[src/rtl/audio_pkg.sv]
// Shared widths and FSM state encoding for the stereo gain-ramp block.
package audio_pkg;

    localparam int SAMPLE_W   = 24;
    localparam int GAIN_W     = 4;
    localparam int RAMP_CNT_W = 10;

    typedef enum logic [1:0] {
        IDLE  = 2'd0,
        MUL_L = 2'd1,
        MUL_R = 2'd2,
        DONE  = 2'd3
    } state_e;

endpackage

[src/rtl/audio_gain_ramp_mul.sv]
// Sequential signed x unsigned multiplier, one multiplier bit per cycle, LSB first.
// It computes a * (b + 1): the accumulator is seeded with a, which supplies the +1
// term, so a B_W-bit gain code needs only B_W add cycles.
module mul_shift_add #(
    parameter int A_W = 24,
    parameter int B_W = 4
) (
    input  logic                  clk_i,
    input  logic                  rst_ni,
    input  logic                  start_i,
    input  logic signed [A_W-1:0] a_i,
    input  logic        [B_W-1:0] b_i,
    output logic                  done_o,
    output logic signed [A_W+B_W:0] prod_o
);

    localparam int P_W  = A_W + B_W + 1;
    localparam int CW   = $clog2(B_W + 1);
    localparam logic [CW-1:0] LAST = CW'(B_W - 1);

    logic signed [P_W-1:0] acc_q, mcand_q, prod_d;
    logic        [B_W-1:0] mplr_q;
    logic        [CW-1:0]  cnt_q;
    logic                  run_q;

    // Result of the current step; final product is valid in the cycle done_o is high.
    always_comb begin
        prod_d = acc_q + (mplr_q[0] ? mcand_q : '0);
    end

    assign prod_o = prod_d;
    assign done_o = run_q && (cnt_q == LAST);

    // Load on start (takes priority so a new operand pair can follow back-to-back),
    // otherwise shift-add one bit per cycle.
    always_ff @(posedge clk_i or negedge rst_ni) begin
        if (!rst_ni) begin
            acc_q   <= '0;
            mcand_q <= '0;
            mplr_q  <= '0;
            cnt_q   <= '0;
            run_q   <= 1'b0;
        end else if (start_i) begin
            acc_q   <= P_W'(a_i);
            mcand_q <= P_W'(a_i);
            mplr_q  <= b_i;
            cnt_q   <= '0;
            run_q   <= 1'b1;
        end else if (run_q) begin
            acc_q   <= prod_d;
            mcand_q <= mcand_q <<< 1;
            mplr_q  <= mplr_q >> 1;
            cnt_q   <= cnt_q + CW'(1);
            if (done_o) run_q <= 1'b0;
        end
    end

endmodule

[src/rtl/audio_gain_ramp.sv]
// Stereo sample scaler with a slow gain ramp toward a target code (or 0 on mute).
// One shared shift-add multiplier handles left then right; outputs update in DONE.
module audio_gain_ramp #(
    parameter int SAMPLE_W = audio_pkg::SAMPLE_W,
    parameter int GAIN_W   = audio_pkg::GAIN_W,
    parameter int RAMP_DIV = 64
) (
    input  logic                       sys_clk,
    input  logic                       reset,
    input  logic                       sample_tick,
    input  logic signed [SAMPLE_W-1:0] in_left,
    input  logic signed [SAMPLE_W-1:0] in_right,
    input  logic        [GAIN_W-1:0]   gain_left,
    input  logic        [GAIN_W-1:0]   gain_right,
    input  logic                       mute,
    output logic signed [SAMPLE_W-1:0] out_left,
    output logic signed [SAMPLE_W-1:0] out_right,
    output logic                       out_valid,
    output logic                       busy,
    output logic                       overrun,
    output logic        [GAIN_W-1:0]   cur_gain_left,
    output logic        [GAIN_W-1:0]   cur_gain_right
);
    import audio_pkg::*;

    localparam int PW = SAMPLE_W + GAIN_W + 1;
    localparam logic [RAMP_CNT_W-1:0] RAMP_LAST = RAMP_CNT_W'(RAMP_DIV - 1);

    state_e                     state_q;
    logic signed [SAMPLE_W-1:0] in_r_q, out_l_q, out_r_q;
    logic        [GAIN_W-1:0]   gain_l_q, gain_r_q, cur_l_q, cur_r_q;
    logic                       mute_q, valid_q, overrun_q;
    logic   [RAMP_CNT_W-1:0]    ramp_q;
    logic signed [PW-1:0]       prod_l_q, mul_prod;
    logic                       mul_start, mul_done;
    logic signed [SAMPLE_W-1:0] mul_a;
    logic        [GAIN_W-1:0]   mul_b, tgt_l, tgt_r;

    // Floor-shift the product back to sample scale; a muted channel at gain 0 is forced silent.
    function automatic logic signed [SAMPLE_W-1:0] scale(input logic signed [PW-1:0] p,
                                                         input logic zero);
        return zero ? '0 : SAMPLE_W'(p >>> GAIN_W);
    endfunction

    // Move one code toward the target, never more.
    function automatic logic [GAIN_W-1:0] step(input logic [GAIN_W-1:0] cur,
                                               input logic [GAIN_W-1:0] tgt);
        if (cur < tgt)      return cur + GAIN_W'(1);
        else if (cur > tgt) return cur - GAIN_W'(1);
        else                return cur;
    endfunction

    // Multiplier operand mux: left straight from the ports at the tick, right from the latch.
    always_comb begin
        mul_start = ((state_q == IDLE) && sample_tick) || ((state_q == MUL_L) && mul_done);
        mul_a     = (state_q == IDLE) ? in_left : in_r_q;
        mul_b     = (state_q == IDLE) ? cur_l_q : gain_r_q;
        tgt_l     = mute ? '0 : gain_left;
        tgt_r     = mute ? '0 : gain_right;
    end

    mul_shift_add #(
        .A_W (SAMPLE_W),
        .B_W (GAIN_W)
    ) u_mul (
        .clk_i   (sys_clk),
        .rst_ni  (reset),
        .start_i (mul_start),
        .a_i     (mul_a),
        .b_i     (mul_b),
        .done_o  (mul_done),
        .prod_o  (mul_prod)
    );

    // Main FSM: latch at tick, multiply L then R, publish in DONE and advance the ramp.
    always_ff @(posedge sys_clk or negedge reset) begin
        if (!reset) begin
            state_q   <= IDLE;
            in_r_q    <= '0;
            gain_l_q  <= '0;
            gain_r_q  <= '0;
            mute_q    <= 1'b0;
            prod_l_q  <= '0;
            out_l_q   <= '0;
            out_r_q   <= '0;
            valid_q   <= 1'b0;
            overrun_q <= 1'b0;
            ramp_q    <= '0;
            cur_l_q   <= '0;
            cur_r_q   <= '0;
        end else begin
            valid_q <= 1'b0;
            if (sample_tick && (state_q != IDLE)) overrun_q <= 1'b1;
            case (state_q)
                IDLE: if (sample_tick) begin
                    in_r_q   <= in_right;
                    gain_l_q <= cur_l_q;
                    gain_r_q <= cur_r_q;
                    mute_q   <= mute;
                    state_q  <= MUL_L;
                end
                MUL_L: if (mul_done) begin
                    prod_l_q <= mul_prod;
                    state_q  <= MUL_R;
                end
                MUL_R: if (mul_done) begin
                    out_l_q <= scale(prod_l_q, mute_q && (gain_l_q == '0));
                    out_r_q <= scale(mul_prod, mute_q && (gain_r_q == '0));
                    valid_q <= 1'b1;
                    state_q <= DONE;
                end
                DONE: begin
                    state_q <= IDLE;
                    if (ramp_q == RAMP_LAST) begin
                        ramp_q  <= '0;
                        cur_l_q <= step(cur_l_q, tgt_l);
                        cur_r_q <= step(cur_r_q, tgt_r);
                    end else begin
                        ramp_q <= ramp_q + RAMP_CNT_W'(1);
                    end
                end
                default: state_q <= IDLE;
            endcase
        end
    end

    assign out_left       = out_l_q;
    assign out_right      = out_r_q;
    assign out_valid      = valid_q;
    assign busy           = (state_q != IDLE);
    assign overrun        = overrun_q;
    assign cur_gain_left  = cur_l_q;
    assign cur_gain_right = cur_r_q;

endmodule

[config.mk]
export PLATFORM = sky130hd
export DESIGN_NAME = audio_gain_ramp
export DESIGN_NICKNAME = d
export VERILOG_FILES = /design/src/rtl/audio_pkg.sv /design/src/rtl/audio_gain_ramp_mul.sv /design/src/rtl/audio_gain_ramp.sv
export SDC_FILE = /design/constraint.sdc
export NUM_CORES = 1
export LEC_CHECK = 0
export CAP_MARGIN = 20
export CORE_MARGIN = 2
export CORE_UTILIZATION = 45
export CTS_CLUSTER_SIZE = 30
export DETAILED_ROUTE_END_ITERATION = 8
export GPL_TIMING_DRIVEN = 0
export PLACE_DENSITY = 0.69
export REMOVE_ABC_BUFFERS = 1
export SLEW_MARGIN = 20
export SYNTH_ARGS = -nofsm -noshare
export SYNTH_HDL_FRONTEND = slang
export SYNTH_SLANG_ARGS = --single-unit
[constraint.sdc]
create_clock -name sys_clk -period 2.8 [get_ports sys_clk]
set_clock_uncertainty 0.1 [all_clocks]
set_input_delay 0.56 -clock sys_clk [delete_from_list [all_inputs] [get_ports sys_clk]]
set_output_delay 0.56 -clock sys_clk [all_outputs]
set_load 0.01 [all_outputs]
==> results.md <==
- For this design the top-level I/O count stands at approximately 120.
- The power spent charging and discharging nets is 7.71 mW.
- Routability-driven placement finished with a final weighted congestion of just over 0.9.
- Across all register-to-register paths, the minimum setup slack is -0.32 ns.
- Of the available clock period, the critical path in the final layout requires 1.11.
- The share of total power dissipated in combinational logic is 0.599.
- Counting the fill cells in the layout gives roughly 1800.
- The share of Yosys cell area claimed by the top area cell type is 0.483.
- The pin count of the biggest net entering global routing is 86.
- The multi-input combinational cells in the finished layout cover a total of 0.00570 mm^2.
- The share of total power dissipated in sequential elements is 0.255.
- The capturing point of the worst reg2reg path is out_right[8].
- Setup repair after global routing could not meet its margin everywhere.
- At the worst endpoint, the required time is ~3.0 ns.
- After synthesis, the netlist uses 59 different library cells.
- The number of antenna violations at the first check in global routing came to 0.
- The synthesized netlist occupies a cell area of between 0.009 and 0.01 mm^2.
- After layout, the design draws a total of between 15 and 20 mW.
- The number of flops mapped to enable cells by yosys is 0.
- The final instance count without filler cells is 1395.
- Row generation in the floorplan step produced 54 rows.
- The average routed wire per standard cell is roughly 17 um.
- The peak clock frequency supported by timing is between 300 and 400 MHz.
- The number of hold-slack violations in the final timing report is 0.
- CTS placed an instance of clkbuf_16 at the clock tree root.
- The global-route congestion overflow total is 0.
- The reported max-cap violation count is 0.
- TritonCTS built the clock tree.
- The number of DRC markers after the initial detailed-route iteration is about 450.
- The final reports fail on setup timing.
- The number of nets in the layout is about 1200.
- The critical path is of the reg2reg type.
- The worst hold path terminates at overrun.
- Measured along the x axis, the die boundary spans between 150 and 200 um.
- The total count of max-transition violations in the final report came to 0.
- At the pin with the least slew margin, the transition time is 0.670 ns.
- The Yosys step of the flow raised 0 warnings.
- Counting flops and latches in the post-synthesis netlist gives between 150 and 200.
- The count of buffers inserted at the top-level ports is between 100 and 150.
- Hold is met by approximately 0.37 ns.
- The startpoint of the lowest-slack hold path is overrun.
- IR analysis of the VDD net gives a maximum drop of around 0.60 mV.
- The switching share of total power is 0.409.
- The run finished, with violations left.
- The clock net in this run drives a total of ~190 sinks.
- The average cell area after synthesis is approximately 10 um^2.
- Yosys attributes the largest share of cell area to dfrtp_1 (48%), ha_1 (5.8%), a21oi_1 (4.2%).
- The overall die height is between 150 and 200 um.
- The async set-reset flop share out of synthesis is 1.00.
- Of the total power, the clock network draws 0.146.
- The type of origin of the critical path is a register.
- Synthesis handed over a netlist of about 970 instances.
- The endpoint kind of the worst setup timing path is a register.
- Including well taps, the total number of placed cells is between 1000 and 1500.
- The HPWL after detailed placement is 16.0 mm.
- The most used flip-flop cell after synthesis is dfrtp_1.
- After clock tree synthesis, the clock-pin slew on the worst setup and hold paths is 0.07 ns.
- Buffers inserted during clock tree synthesis total 17.
- Once detail routing completed, the nets flagged for antenna violations numbered 0.
- The clock passes through at most 2 buffers.
- The placed instances occupy a cell area of ~0.011 mm^2.
- For this design the static power due to leakage is about 5.8 nW.
- The headroom to the max-slew limit is 0.553.
- Of all cell types, the one taking the most synthesized area is dfrtp_1.
- The cell depth of the worst flop-to-flop path is 12.
- After floorplanning, the core was sized to cover about 0.022 mm^2.
- The commonest cells after synthesis are dfrtp_1 (191), nand2_1 (105), a21oi_1 (84).
- The number of antenna repair diodes is 0.
- The via count of the first global-routing pass is about 7700.
- After detailed routing, the number of vias per cell comes to around 5.5.
- The ratio of total power to cell area is approximately 1400 mW/mm^2.
- The maximum fanout along the worst path is 4.
- Along the worst hold path, the cell count comes to 1.
- The routed layout has ~7700 vias.
- Once layout is done, the placed cells without fillers occupy 0.0134 mm^2.
- The setup violation total in the final timing report is 42.
- The clock reaches the later pin of the worst-skew pair after roughly 0.44 ns.
- For this configuration, the core starts out at a cell density of 0.456.
- The count of TritonRoute iterations in the first routing pass is 5.
- The worst setup slack after layout is -0.322 ns.
- The reg-to-reg startpoint is u_mul.mplr_q[0].
- The internal power contribution is around 11 mW.
- The sequential-to-total area share from yosys stat is 0.483.
- In the final layout, flip-flops and latches occupy 0.00479 mm^2.
- The path class of the lowest-slack min-delay path is reg2reg.
- The aggregate global-route resource usage is 0.211.
- The floorplan step defined a die boundary enclosing 0.0232 mm^2.
- The layout cell share with drive strength beyond 1 is 0.215.
- Data on the critical path arrives at its endpoint at roughly 3.4 ns.
- The signed area change from the synthesized netlist to the final layout is 35.3%.
- The pre-CTS setup slack is -0.961 ns.
- The number of H-tree levels is 4.
- The first global-routing pass estimated between 30 and 40 mm of wire.
- The smallest clock period supported by the final layout is computed as roughly 3.1 ns.
- The residual DRC count is 0.
- Wires add up to 24.3 mm.
- In the post-synthesis netlist, the cell with the most instances is dfrtp_1.
[worst max path at each step]
stage,slack (ns),to,start
floorplan,-2.41,u_mul.acc_q[23],u_mul.run_q
global placement,-6.93,out_left[23],reset
detailed placement,-0.96,u_mul.acc_q[20],u_mul.mplr_q[0]
CTS,-0.31,prod_l_q[22],u_mul.mplr_q[0]
global route,-0.40,out_right[8],u_mul.mplr_q[0]
finish,-0.32,out_right[8],u_mul.mplr_q[0]
[layer usage]
metal | vias to the layer above | share of wire | wire [um] | GRT usage
met3 | 35 | 0.040 | 976 | 0.0370
met2 | 178 | 0.46 | 11200 | 0.331
met4 | 0 | 0.021 | 519 | 0.0672
met5 | - | 0 | 0 | 0
li1 | 3744 | - | - | -
met1 | 3724 | 0.48 | 11600 | 0.301
[power by group through the flow]
stage | clock, mW | combinational [mW] | sequential, mW
2_1_floorplan | 0 | 5.46 | 4.77
3_3_place_gp | 0 | 7.82 | 4.85
3_5_place_dp | 0 | 8.17 | 4.80
4_1_cts | 2.80 | 10.2 | 4.79
5_1_grt | 2.90 | 12.2 | 4.97
6_report | 2.74 | 11.3 | 4.81
[layout by cell type, fill, tap and decap left out, drive strengths merged, types with 6 or more instances in the layout]
cell / synthesis / layout
nand2: 105 / 105
a21oi: 85 / 85
xnor2: 28 / 28
mux2: 35 / 35
ha: 46 / 46
o21a: 7 / 7
nor2b: 29 / 29
nor2: 33 / 33
xor2: 16 / 16
nand4: 16 / 16
clkdlybuf4s50: 0 / 115
mux2i: 33 / 33
clkbuf: 41 / 21
nor3: 10 / 10
nand3: 11 / 11
nand2b: 9 / 9
nor4: 6 / 6
inv: 15 / 18
o21ai: 74 / 74
a22o: 29 / 29
buf: 17 / 54
a21o: 16 / 16
dfrtp: 191 / 191
and2: 30 / 30
a211oi: 35 / 35
[worst max-delay path: stages (launching register included)]
cell and delay, ns:
dfrtp_4 0.53, and2_4 0.17, ha_4 0.16, fa_2 0.36
a21o_1 0.19, a221o_1 0.36, o211ai_4 0.30, buf_4 0.17
buf_6 0.12, o21ai_2 0.07, xor2_2 0.17, buf_4 0.15
a22o_1 0.16
[metrics by stage]
| stage | utilization | TNS, ns |
|---|---|---|
| floorplan | - | -228.60 |
| CTS | 0.597 | -6.37 |
| detailed placement | 0.529 | -41.66 |
| global placement | 0.516 | -1885.42 |
| finish | 0.617 | -8.03 |
| global route | 0.617 | -12.43 |
[kinds of logic after synthesis]
family | after synthesis | synth area share
DFF | 191 | 0.483
xor gates and xnor gates | 44 | 0.0397
AOI/OAI and AO/OA | 278 | 0.180
buffers and inverters | 74 | 0.0291
muxes | 68 | 0.0732
and+or+nand+nor | 265 | 0.131
adders and majority gates | 49 | 0.0643
[sequential cells by signal, summed over array words and instances, names as in the netlist]
| signal | cells |
|---|---|
| u_mul.run_q | 1 |
| u_mul.acc_q | 28 |
| out_valid | 1 |
| ramp_q | 10 |
| u_mul.mplr_q | 4 |
| gain_r_q | 4 |
| out_right | 24 |
| state_q | 2 |
| in_r_q | 24 |
| overrun | 1 |
| cur_gain_left | 4 |
| mute_q | 1 |
| out_left | 24 |
| prod_l_q | 24 |
| cur_gain_right | 4 |
| u_mul.mcand_q | 28 |
| u_mul.cnt_q | 3 |
| gain_l_q | 4 |
[area by class of cell]
type,instances,area share
Clock buffer,20,0.0349
Clock inverter,12,0.0151
Inverter,16,0.00449
Multi-Input combinational cell,704,0.426
Sequential cell,191,0.358
Tap cell,280,0.0262
Timing Repair Buffer,172,0.135
[timing repair]
action                                 4_1_cts  5_1_grt
pin swaps                                   48       36
hold buffers                                 1        0
endpoints found under the hold margin       44        0
setup endpoints to repair                   86       66
setup buffers                               28       18
gates resized for setup                    101       68
Power figures use the tool's default switching activity.
